<file path="src/rtl/utils_pkg.sv">
// rtl/utils_pkg.sv - shared constants and buffer-state encoding for stream adapters
package utils_pkg;

  localparam int FIFO_RD_LATENCY = 1;

  // Encoding doubles as the buffered-word count.
  typedef enum logic [1:0] {
    EMPTY = 2'd0,
    ONE   = 2'd1,
    TWO   = 2'd2
  } buf_state_e;

endpackage

</file>
<file path="src/rtl/stream_buf2.sv">
// rtl/stream_buf2.sv - 2-entry registered buffer; head_data is a plain register
module stream_buf2
  import utils_pkg::*;
#(
  parameter int DATA_WIDTH = 8
) (
  input  logic                  clk,
  input  logic                  rst,
  input  logic                  push,
  input  logic [DATA_WIDTH-1:0] push_data,
  input  logic                  pop,
  input  logic                  clear,
  output logic [1:0]            count,
  output logic [DATA_WIDTH-1:0] head_data
);

  buf_state_e            state;
  logic [DATA_WIDTH-1:0] tail_data;

  assign count = state;

  always_ff @(posedge clk or posedge rst) begin
    if (rst) begin
      state     <= EMPTY;
      head_data <= '0;
      tail_data <= '0;
    end else if (clear) begin
      state <= EMPTY;
    end else begin
      case (state)
        EMPTY: begin
          if (push) begin
            head_data <= push_data;
            state     <= ONE;
          end
        end
        ONE: begin
          case ({push, pop})
            2'b10: begin
              tail_data <= push_data;
              state     <= TWO;
            end
            2'b01:   state     <= EMPTY;
            2'b11:   head_data <= push_data;
            default: state     <= ONE;
          endcase
        end
        TWO: begin
          // Push without pop cannot happen here: the issue logic never over-commits.
          if (pop) begin
            head_data <= tail_data;
            if (push) tail_data <= push_data;
            else      state     <= ONE;
          end
        end
        default: state <= EMPTY;
      endcase
    end
  end

endmodule

</file>
<file path="src/rtl/fifo_stream_reader.sv">
// rtl/fifo_stream_reader.sv - drains a sync_fifo into a valid/ready stream at one word per cycle
module fifo_stream_reader
  import utils_pkg::*;
#(
  parameter int DATA_WIDTH = 8,
  parameter int CNT_WIDTH  = 16
) (
  input  logic                  clk,
  input  logic                  rst,
  output logic                  fifo_rd_en,
  input  logic [DATA_WIDTH-1:0] fifo_dout,
  input  logic                  fifo_empty,
  input  logic                  flush,
  output logic                  m_valid,
  output logic [DATA_WIDTH-1:0] m_data,
  input  logic                  m_ready,
  output logic [1:0]            level,
  output logic [CNT_WIDTH-1:0]  xfer_cnt
);

  logic       inflight;
  logic [1:0] count;
  logic       pop;
  logic [2:0] committed;

  assign m_valid = (count != 2'd0);
  assign pop     = m_valid & m_ready;
  assign level   = count;

  // Words held or on their way after this edge; a same-cycle pop frees a slot,
  // which is the m_ready -> fifo_rd_en path that keeps throughput at depth 2.
  assign committed  = {1'b0, count} + {2'b00, inflight} - {2'b00, pop};
  assign fifo_rd_en = !rst && !flush && !fifo_empty && (committed < 3'd2);

  always_ff @(posedge clk or posedge rst) begin
    if (rst) begin
      inflight <= 1'b0;
      xfer_cnt <= '0;
    end else begin
      inflight <= fifo_rd_en;
      if (pop) xfer_cnt <= xfer_cnt + 1'b1;
    end
  end

  stream_buf2 #(
    .DATA_WIDTH(DATA_WIDTH)
  ) u_buf (
    .clk      (clk),
    .rst      (rst),
    .push     (inflight & ~flush),
    .push_data(fifo_dout),
    .pop      (pop),
    .clear    (flush),
    .count    (count),
    .head_data(m_data)
  );

endmodule

</file>
<file path="config.mk">
export PLATFORM = sky130hd
export DESIGN_NAME = fifo_stream_reader
export DESIGN_NICKNAME = d
export VERILOG_FILES = /design/src/rtl/utils_pkg.sv /design/src/rtl/stream_buf2.sv /design/src/rtl/fifo_stream_reader.sv
export SDC_FILE = /design/constraint.sdc
export NUM_CORES = 1
export LEC_CHECK = 0
export CORE_UTILIZATION = 25
export CTS_BUF_LIST = sky130_fd_sc_hd__clkbuf_8
export CTS_CLUSTER_DIAMETER = 40
export DETAILED_ROUTE_END_ITERATION = 16
export PLACE_DENSITY_LB_ADDON = 0.12
export SYNTH_ARGS = -nofsm -noshare
export SYNTH_HDL_FRONTEND = slang
export SYNTH_HIERARCHICAL = 1
export SYNTH_SLANG_ARGS = --single-unit
</file>
<file path="constraint.sdc">
create_clock -name clk -period 6.6 [get_ports clk]
set_clock_uncertainty 0.1 [all_clocks]
set_input_delay 1.32 -clock clk [delete_from_list [all_inputs] [get_ports clk]]
set_output_delay 1.32 -clock clk [all_outputs]
set_load 0.02 [all_outputs]
</file>
# Word-level counts from Yosys, hierarchy flattened
# Cells that the tools add are included.
# W data, S select, Z words.
# word_totals
regBits	35
latchBits	0
ramBits	0
rom_bits	0
in_bits	13
word_cells	52
memories	0
# classes
add_sub_neg	3
multipliers	0
n_div	0
order_cmp	1
eq_ne	14
n_shift	0
muxes	13
n_bitwise	3
reduce_logical	13
# op_table
cell	n
$mux W8	5
$pmux W8 S3	1
$add A16 B1 Y16 const B	1
$pmux W8 S2	1
$pmux W2 S3	2
$reduce_and A5 Y1	2
$ne A3 B3 Y1 const B	3
$mux W2	4
$eq A2 B2 Y1 const B	3
$ne A2 B1 Y1 const B	3
$eq A2 B1 Y1 const B	2
$ne A2 B2 Y1 const B	2
$reduce_and A4 Y1	1
$reduce_bool A2 Y1	2
$add A2 B1 Y3	1
$logic_and A1 B1 Y1	3
$logic_not A1 Y1	3
$lt A3 B2 Y1 const B	1
$ne A3 B2 Y1 const B	1
$reduce_bool A3 Y1	1
$sub A3 B1 Y3	1
$and A1 B1 Y1	2
$logic_not A2 Y1	1
$not A1 Y1	1

# Depth between registers and ports, before layout
# Gate-level depths: netlist (run 1).
# logic_depth
ltp_word	6
ltp_mapped	8

# Hierarchy
# Netlist (run 1), hierarchy kept.
# by_module_without_submodules
mod	n_inst	cells_each	area_each_um2	seq_area_each_um2
stream_buf2	1	67	919.6	450.4
fifo_stream_reader	1	69	808.3	425.4

# Worst setup path before layout (run 1)
# Ideal clock, no wire load.
# synth_timing
path_type	in2out
startpoint	input m_ready
endpoint	output fifo_rd_en
arrival_ps	2894
setup_slack_ps	2286
stages	7
path_cell_list	o21ai_2 > inv_1 > ha_1 > nand2b_1 > fa_1 > xnor2_1 > and4_1
# synth_via
elab_chain_len	4
# synth_lines
item	line_no	rtl
from (decl)	fifo_stream_reader.sv:16	input logic m_ready,
$and A1 B1 Y1	fifo_stream_reader.sv:27	assign pop = m_valid & m_ready;
via pop	fifo_stream_reader.sv:23	logic pop;
$sub A3 B1 Y3	fifo_stream_reader.sv:32	assign committed = {1'b0, count} + {2'b00, inflight} - {2'b00, pop};
$lt A3 B2 Y1	fifo_stream_reader.sv:33	assign fifo_rd_en = !rst && !flush && !fifo_empty && (committed < 3'd2);
$logic_and A1 B1 Y1	fifo_stream_reader.sv:33	
to (decl)	fifo_stream_reader.sv:10	output logic fifo_rd_en,
# The timed path passes the listed nets, and every way through them passes these cells.

# Final worst setup path (run 1)
# Ends and elaborated chain as after synthesis.

==> metrics.md, run 1 <==
| Metric | Value |
|---|---|
| Setup crit start kind | `primary input` |
| Vias | `1179` |
| Post-Route WL | `3.64 mm` |
| CTS tree | `built` |
| Max Cap Violations | `0` |
| Final Setup Violations | `0` |
| RSZ-0062 raised after global routing | `no` |
| Die area | `7250 sq um` |
| PortBufs | `40` |
| Routability cong. | `0.718` |
| Clock Sink Count | `35` |
| Core Util, Final | `35.3%` |
| Most common cell after layout, fill and taps aside | `clkdlybuf4s50_1` |
| Netlist Area Pre-Place | `around 1700 sq um` |
| Die height | `85.1 um` |
| Most frequent cells in the layout | `clkdlybuf4s50_1, dfrtp_1, mux2_2` |
| Worst slew pin tran | `roughly 0.74 ns` |
| Register area share after synthesis | `between 50% and 60%` |
| TritonCTS Buffers | `5` |
| Min-delay src | `xfer_cnt[15]$_DFFE_PP0P_` |
| Starting Density | `between 20% and 30%` |
| Nets | `199` |
| Worst flop-to-flop path startpoint | `u_buf/count[1]$_DFFE_PP0P_` |
| Synth-to-layout area growth | `32.5%` |
| Worst-Skew Late Latency | `0.28 ns` |
| CP required | `5.18 ns` |
| GR Util met1 | `13.5%` |
| Critical path type | `in2out` |
| Pre-Repair DR Iteration Count | `4` |
| Setup WS pre-CTS | `about 1.1 ns` |
| Post-CTS Setup Repair Bufs | `0` |
| Hold Buf Count CTS | `0` |
| Yosys warnings | `6` |
| Reg clk slew, reported paths | `~0.06 ns` |
| Count of cells resized by post-cts repair | `0` |
| Initial DRC Count | `19` |
| Synth top area cells | `dfrtp_1, mux2_2, xnor2_1` |
| WL per Instance | `14.1 um` |
| Hold Path Cell Cnt | `1` |
| Max Slew Vio Count | `0` |
| Syn Inst Count | `136` |
| GRT Residual Overflow | `0` |
| DRC | `0` |
| Final setup TNS | `0 ns` |
| Detailed Place HPWL | `2.65 mm` |
| VDD IR-drop max | `between 0.1 and 0.15 mV` |
| P_leak | `roughly 0.97 nW` |
| Critical Path Sink Type | `output port` |
| GRT met3 Usage | `3.60%` |
| Synth area leader | `dfrtp_1` |
| Clock period minus worst slack | `5.43 ns` |
| Number of synthesized register bits | `35` |
| Horiz. Die Dim | `85.1 um` |
| Placement Rows | `29` |
| First-pass GRT wire length | `6.13 mm` |
| Crit Path Max Fanout | `9` |
| Antenna-violating nets left | `0` |
| M2 GR Usage | `19.3%` |
| Root buffer cell | `clkbuf_8` |
| P per Cell Area | `239 nW/um^2` |
| Hold Vio Cnt, Final | `0` |
| Maximum buffer depth of the clock tree | `2` |
| Worst reg2reg setup slack | `roughly 3.9 ns` |
| Fraction of layout cells with a size suffix above 1 | `23.1%` |
| Final worst slack | `1.17 ns` |
| CP Data Arrival Time | `roughly 4 ns` |
| Worst Reg-to-Reg Cells | `6` |
| Core box area | `6490 sq um` |
| Ant. Diodes | `0` |
| Hold slack | `approximately 0.37 ns` |
| Max Fclk | `184 MHz` |
| HP Class | `reg2reg` |
| Vias in the first global route | `1266` |
| GRT Resource Usage Total | `11.3%` |
| Post-synthesis cell type count | `36` |
| Grt peak-use layer | `met2` |
| Slew HR | `50.6%` |
| Synth top area share | `50.7%` |
| Average cell area after synthesis | `roughly 13 sq um` |
| Net Count, Synth | `154` |
| Hold Path End | `xfer_cnt[15]$_DFFE_PP0P_` |
| Largest net degree at the start of global routing | `19` |
| Status | `completed` |
| Vias per inst | `4.55` |
| Top Ports | `41` |
| Crit share post-route | `82.2%` |
| H-tree depth | `2` |
| Reg-to-reg endpoint | `u_buf/head_data[5]$_DFFE_PP0P_` |
| Number of antenna violations at the first check in global routing | `0` |
| Power, Total | `roughly 0.55 mW` |
metrics by stage:
stage / std cells / area (sq um)
global route: 259 / 2290
floorplan: 136 / 1730
detailed placement: 251 / 2210
finish: 259 / 2290
CTS: 259 / 2290
global placement: 251 / 2210
report_power, final:
group          switching [mW]  total, mW  internal [mW]
Combinational          0.0621      0.136         0.0740
Clock                  0.0749      0.146         0.0710
Sequential             0.0236      0.266          0.242
routing by layer:
metal | part of all wire (%) | wire [um]
met1 | 44 | 1610
met2 | 51 | 1840
met3 | 4.2 | 154
met4 | 1.0 | 37
met5 | 0 | 0
state kept, by name, summed over array words and instances (netlist names):
signal           count
u_buf/head_data      8
inflight             1
u_buf/tail_data      8
xfer_cnt            16
u_buf/count          2
cells in the mapped netlist (all sizes together):
cell type / number
a211oi: 2
a21oi: 2
and3: 2
and4: 3
buf: 2
dfrtp: 35
fa: 1
ha: 4
inv: 6
mux2: 24
nand2: 10
nand2b: 2
nand3: 5
nand3b: 1
nand4: 6
nor2: 7
nor2b: 2
nor3b: 1
o211ai: 1
o21ai: 2
o31ai: 1
or2: 1
xnor2: 14
xor2: 2
worst max-delay path by stage:
| stage | from | endpoint | slack, ns | depth (start not counted) |
|---|---|---|---|---|
| 3_3_place_gp | m_ready | fifo_rd_en | 1.23 | 9 |
| 3_5_place_dp | m_ready | fifo_rd_en | 1.14 | 9 |
| 4_1_cts | m_ready | fifo_rd_en | 1.14 | 9 |
| 5_1_grt | m_ready | fifo_rd_en | 1.00 | 9 |
| 6_report | m_ready | fifo_rd_en | 1.17 | 9 |
| 2_1_floorplan | m_ready | fifo_rd_en | 2.29 | 7 |
cell families after synthesis:
| kind of cell | after synthesis | synth area share [%] |
|---|---|---|
| XOR/XNOR | 16 | 8.11 |
| flip-flops | 35 | 50.7 |
| AO/OA/AOI/OAI | 8 | 4.78 |
| buffers and inverters | 8 | 2.24 |
| adder cells (fa/ha/maj) | 5 | 4.06 |
| AND/OR/NAND/NOR | 40 | 14.5 |
| multiplexers | 24 | 15.6 |
area by class of cell:
class / count / area (sq um)
fill: 638 / 4210
sequential: 35 / 876
multi-input combinational: 93 / 813
timing repair buffer: 40 / 400
tap: 77 / 96.3
clock buffer: 5 / 68.8
inverter: 6 / 22.5
clock inverter: 3 / 12.5
critical path, cell delays in order:
cell	delay, ns
clkdlybuf4s50_1	0.47
o21ai_2	0.11
inv_1	0.26
ha_1	0.28
nand2b_1	0.16
fa_1	0.39
xnor2_1	0.16
and4_1	0.24
clkdlybuf4s50_1	0.61
(Power assumes the default switching activity.)
==> inputs of run 2 (changes only) <==
==> constraint.sdc (replaced) <==
create_clock -name clk -period 5.1 [get_ports clk]
set_clock_uncertainty 0.1 [all_clocks]
set_input_delay 1.02 -clock clk [delete_from_list [all_inputs] [get_ports clk]]
set_output_delay 1.02 -clock clk [all_outputs]
set_load 0.02 [all_outputs]
==> metrics.md, run 2 (same netlist as run 1, synthesis figures left out) <==
| Metric | Value |
|---|---|
| Crit path largest cell delay | `0.62 ns` |
| Initial DRC Count | `40` |
| Synth-to-layout area growth | `34.5%` |
| VDD IR-drop max | `0.147 mV` |
| TritonCTS Buffers | `5` |
| Core box area | `6490 sq um` |
| Inst Count DP | `253` |
| Most frequent cells in the layout | `clkdlybuf4s50_1, dfrtp_1, mux2_2` |
| WL met2 | `about 1.7 mm` |
| CP Depth | `9` |
| Clock period minus worst slack | `4.62 ns` |
| Max Slew Vio Count | `0` |
| P_leak | `~1 nW` |
| GRT Resource Usage Total | `between 10% and 20%` |
| Critical Path Sink Type | `output port` |
| Max Fclk | `between 200 and 250 MHz` |
| Most common cell after layout, fill and taps aside | `clkdlybuf4s50_1` |
| Antenna-violating nets left | `0` |
| Worst-Skew Late Latency | `0.28 ns` |
| Min-delay src | `xfer_cnt[15]$_DFFE_PP0P_` |
| Worst Reg-to-Reg Cells | `9` |
| Power, Total | `0.740 mW` |
| Sw frac | `between 20 and 30%` |
| Detailed Place HPWL | `2.58 mm` |
| Combinational Power Share | `24.1%` |
| Setup crit start kind | `primary input` |
| Critical path type | `in2out` |
| Hold Path Cell Cnt | `1` |
| Ant. Diodes | `0` |
| DRC | `0` |
| H-tree depth | `2` |
| Hold Buf Count CTS | `0` |
| Nets | `201` |
| HP Class | `reg2reg` |
| Top Ports | `just over 40` |
| P per Cell Area | `319 nW/um^2` |
| DR WL met3 | `between 150 and 200 um` |
| Final Setup Violations | `0` |
| GRT Residual Overflow | `0` |
| Vias | `1189` |
| First-pass GRT wire length | `between 5 and 6 mm` |
| Pre-Repair DR Iteration Count | `3` |
| CP Data Arrival Time | `roughly 3.5 ns` |
| Max Used Layer | `met4` |
| Finished Layout Cells | `261` |
| Routability cong. | `0.691` |
| Max FFs per register | `16` |
| Max Cap Violations | `0` |
| CP Launch Point | `m_ready` |
| CP required | `between 3 and 4 ns` |
| Buffers plus inverters on the worst setup path | `3` |
| WL per Instance | `around 14 um` |
| Worst slew pin tran | `just over 0.7 ns` |
| Slew HR | `52.9%` |
| Clk pwr share | `29.5%` |
| Placement Rows | `29` |
| PortBufs | `40` |
| Root buffer cell | `clkbuf_8` |
| Reg clk slew, reported paths | `0.07 ns` |
| Most common cell on crit path | `clkdlybuf4s50_1` |
| Critical path, cell by cell | `clkdlybuf4s50_1 -> o21ai_2 -> inv_1 -> ha_1 -> nand2b_1 -> fa_1 -> xnor2_1 -> and4_1 -> clkdlybuf4s50_1` |
| Delay-heaviest family, CP | `buffers and inverters` |
| Number of antenna violations at the first check in global routing | `0` |
| Die height | `85.1 um` |
| Part of the power in registers | `46.4%` |
| Worst flop-to-flop path startpoint | `u_buf/count[1]$_DFFE_PP0P_` |
| Pint | `around 0.53 mW` |
| Hold Vio Cnt, Final | `0` |
| Crit Path Max Fanout | `6` |
| Crit share post-route | `90.5%` |
| Post-Route WL | `3.58 mm` |
| Post-CTS Setup Repair Bufs | `0` |
| Psw | `0.209 mW` |
| Vias in the first global route | `1213` |
| Vias per inst | `4.56` |
| Die area | `7250 sq um` |
| CTS tree | `built` |
| Metal-1 WL | `1.62 mm` |
| Status | `completed` |
| Horiz. Die Dim | `85.1 um` |
| Largest regs | `xfer_cnt x16, u_buf/head_data x8, u_buf/tail_data x8` |
| Largest net degree at the start of global routing | `19` |
| Count of cells resized by post-cts repair | `0` |
| Final setup TNS | `0 ns` |
| Starting Density | `about a quarter` |
| RSZ-0062 raised after global routing | `no` |
| Slowest CP cell | `clkdlybuf4s50_1` |
| Clock Sink Count | `35` |
| Maximum buffer depth of the clock tree | `2` |
| Final worst slack | `0.485 ns` |
| Fraction of layout cells with a size suffix above 1 | `24.5%` |
| Top reg by flops | `xfer_cnt` |
| Setup WS pre-CTS | `0.476 ns` |
run 2: cell count changes in the layout (fill, tap and decap cells not counted):
cell / before / now
inv_1: 8 / 7
buf_4: 0 / 2
clkinv_2: 1 / 0
clkbuf_8: 5 / 7
run 2: per-stage QoR:
stage / util [%] / hold slack [ns] / area, sq um
2_1_floorplan: - / 0.377 / 1730
3_3_place_gp: 34.2 / 0.359 / 2220
3_5_place_dp: 34.2 / 0.363 / 2220
4_1_cts: 35.8 / 0.377 / 2320
5_1_grt: 35.8 / 0.404 / 2320
6_report: 35.8 / 0.377 / 2320
run 2: final cells by class:
class | instances | area [sq um]
sequential | 35 | 876
fill | 634 | 4170
tap | 77 | 96.3
multi-input combinational | 93 | 813
clock buffer | 7 | 96.3
inverter | 6 | 22.5
clock inverter | 1 | 3.75
timing repair buffer | 42 | 415
run 2: routing by layer:
layer	GRT usage [%]	up-vias
li1	-	568
met1	13.0	583
met2	18.0	33
met3	3.50	5
met4	3.70	0
met5	0	-
run 2: path summary, 6_finish.rpt:
| check | slack [ns] | end |
|---|---|---|
| max reg2reg | 2.43 | u_buf/tail_data[1]$_DFFE_PP0P_ |
| min reg2reg | 0.38 | xfer_cnt[15]$_DFFE_PP0P_ |
| max in group asynchronous | 3.37 | u_buf/tail_data[4]$_DFFE_PP0P_ |
| max | 0.48 | fifo_rd_en |
| min | 0.38 | xfer_cnt[15]$_DFFE_PP0P_ |
| min in group asynchronous | 0.98 | xfer_cnt[2]$_DFFE_PP0P_ |
run 2: worst register-to-register path: stages (launching register included):
cell and delay [ns]:
dfrtp_1 0.59, o21ai_2 0.38, inv_1 0.10, buf_4 0.18, inv_1 0.08, ha_1 0.13, nor2b_1 0.17, nand2_1 0.11
a21oi_4 0.33, mux2_2 0.38
run 2: power by group through the flow:
stage	combinational (mW)	sequential [mW]	clock, mW
after floorplan	0.0507	0.384	0
after CTS	0.181	0.344	0.226
after global routing	0.190	0.350	0.245
after global placement	0.179	0.348	0
final	0.178	0.343	0.219
after detailed placement	0.180	0.349	0
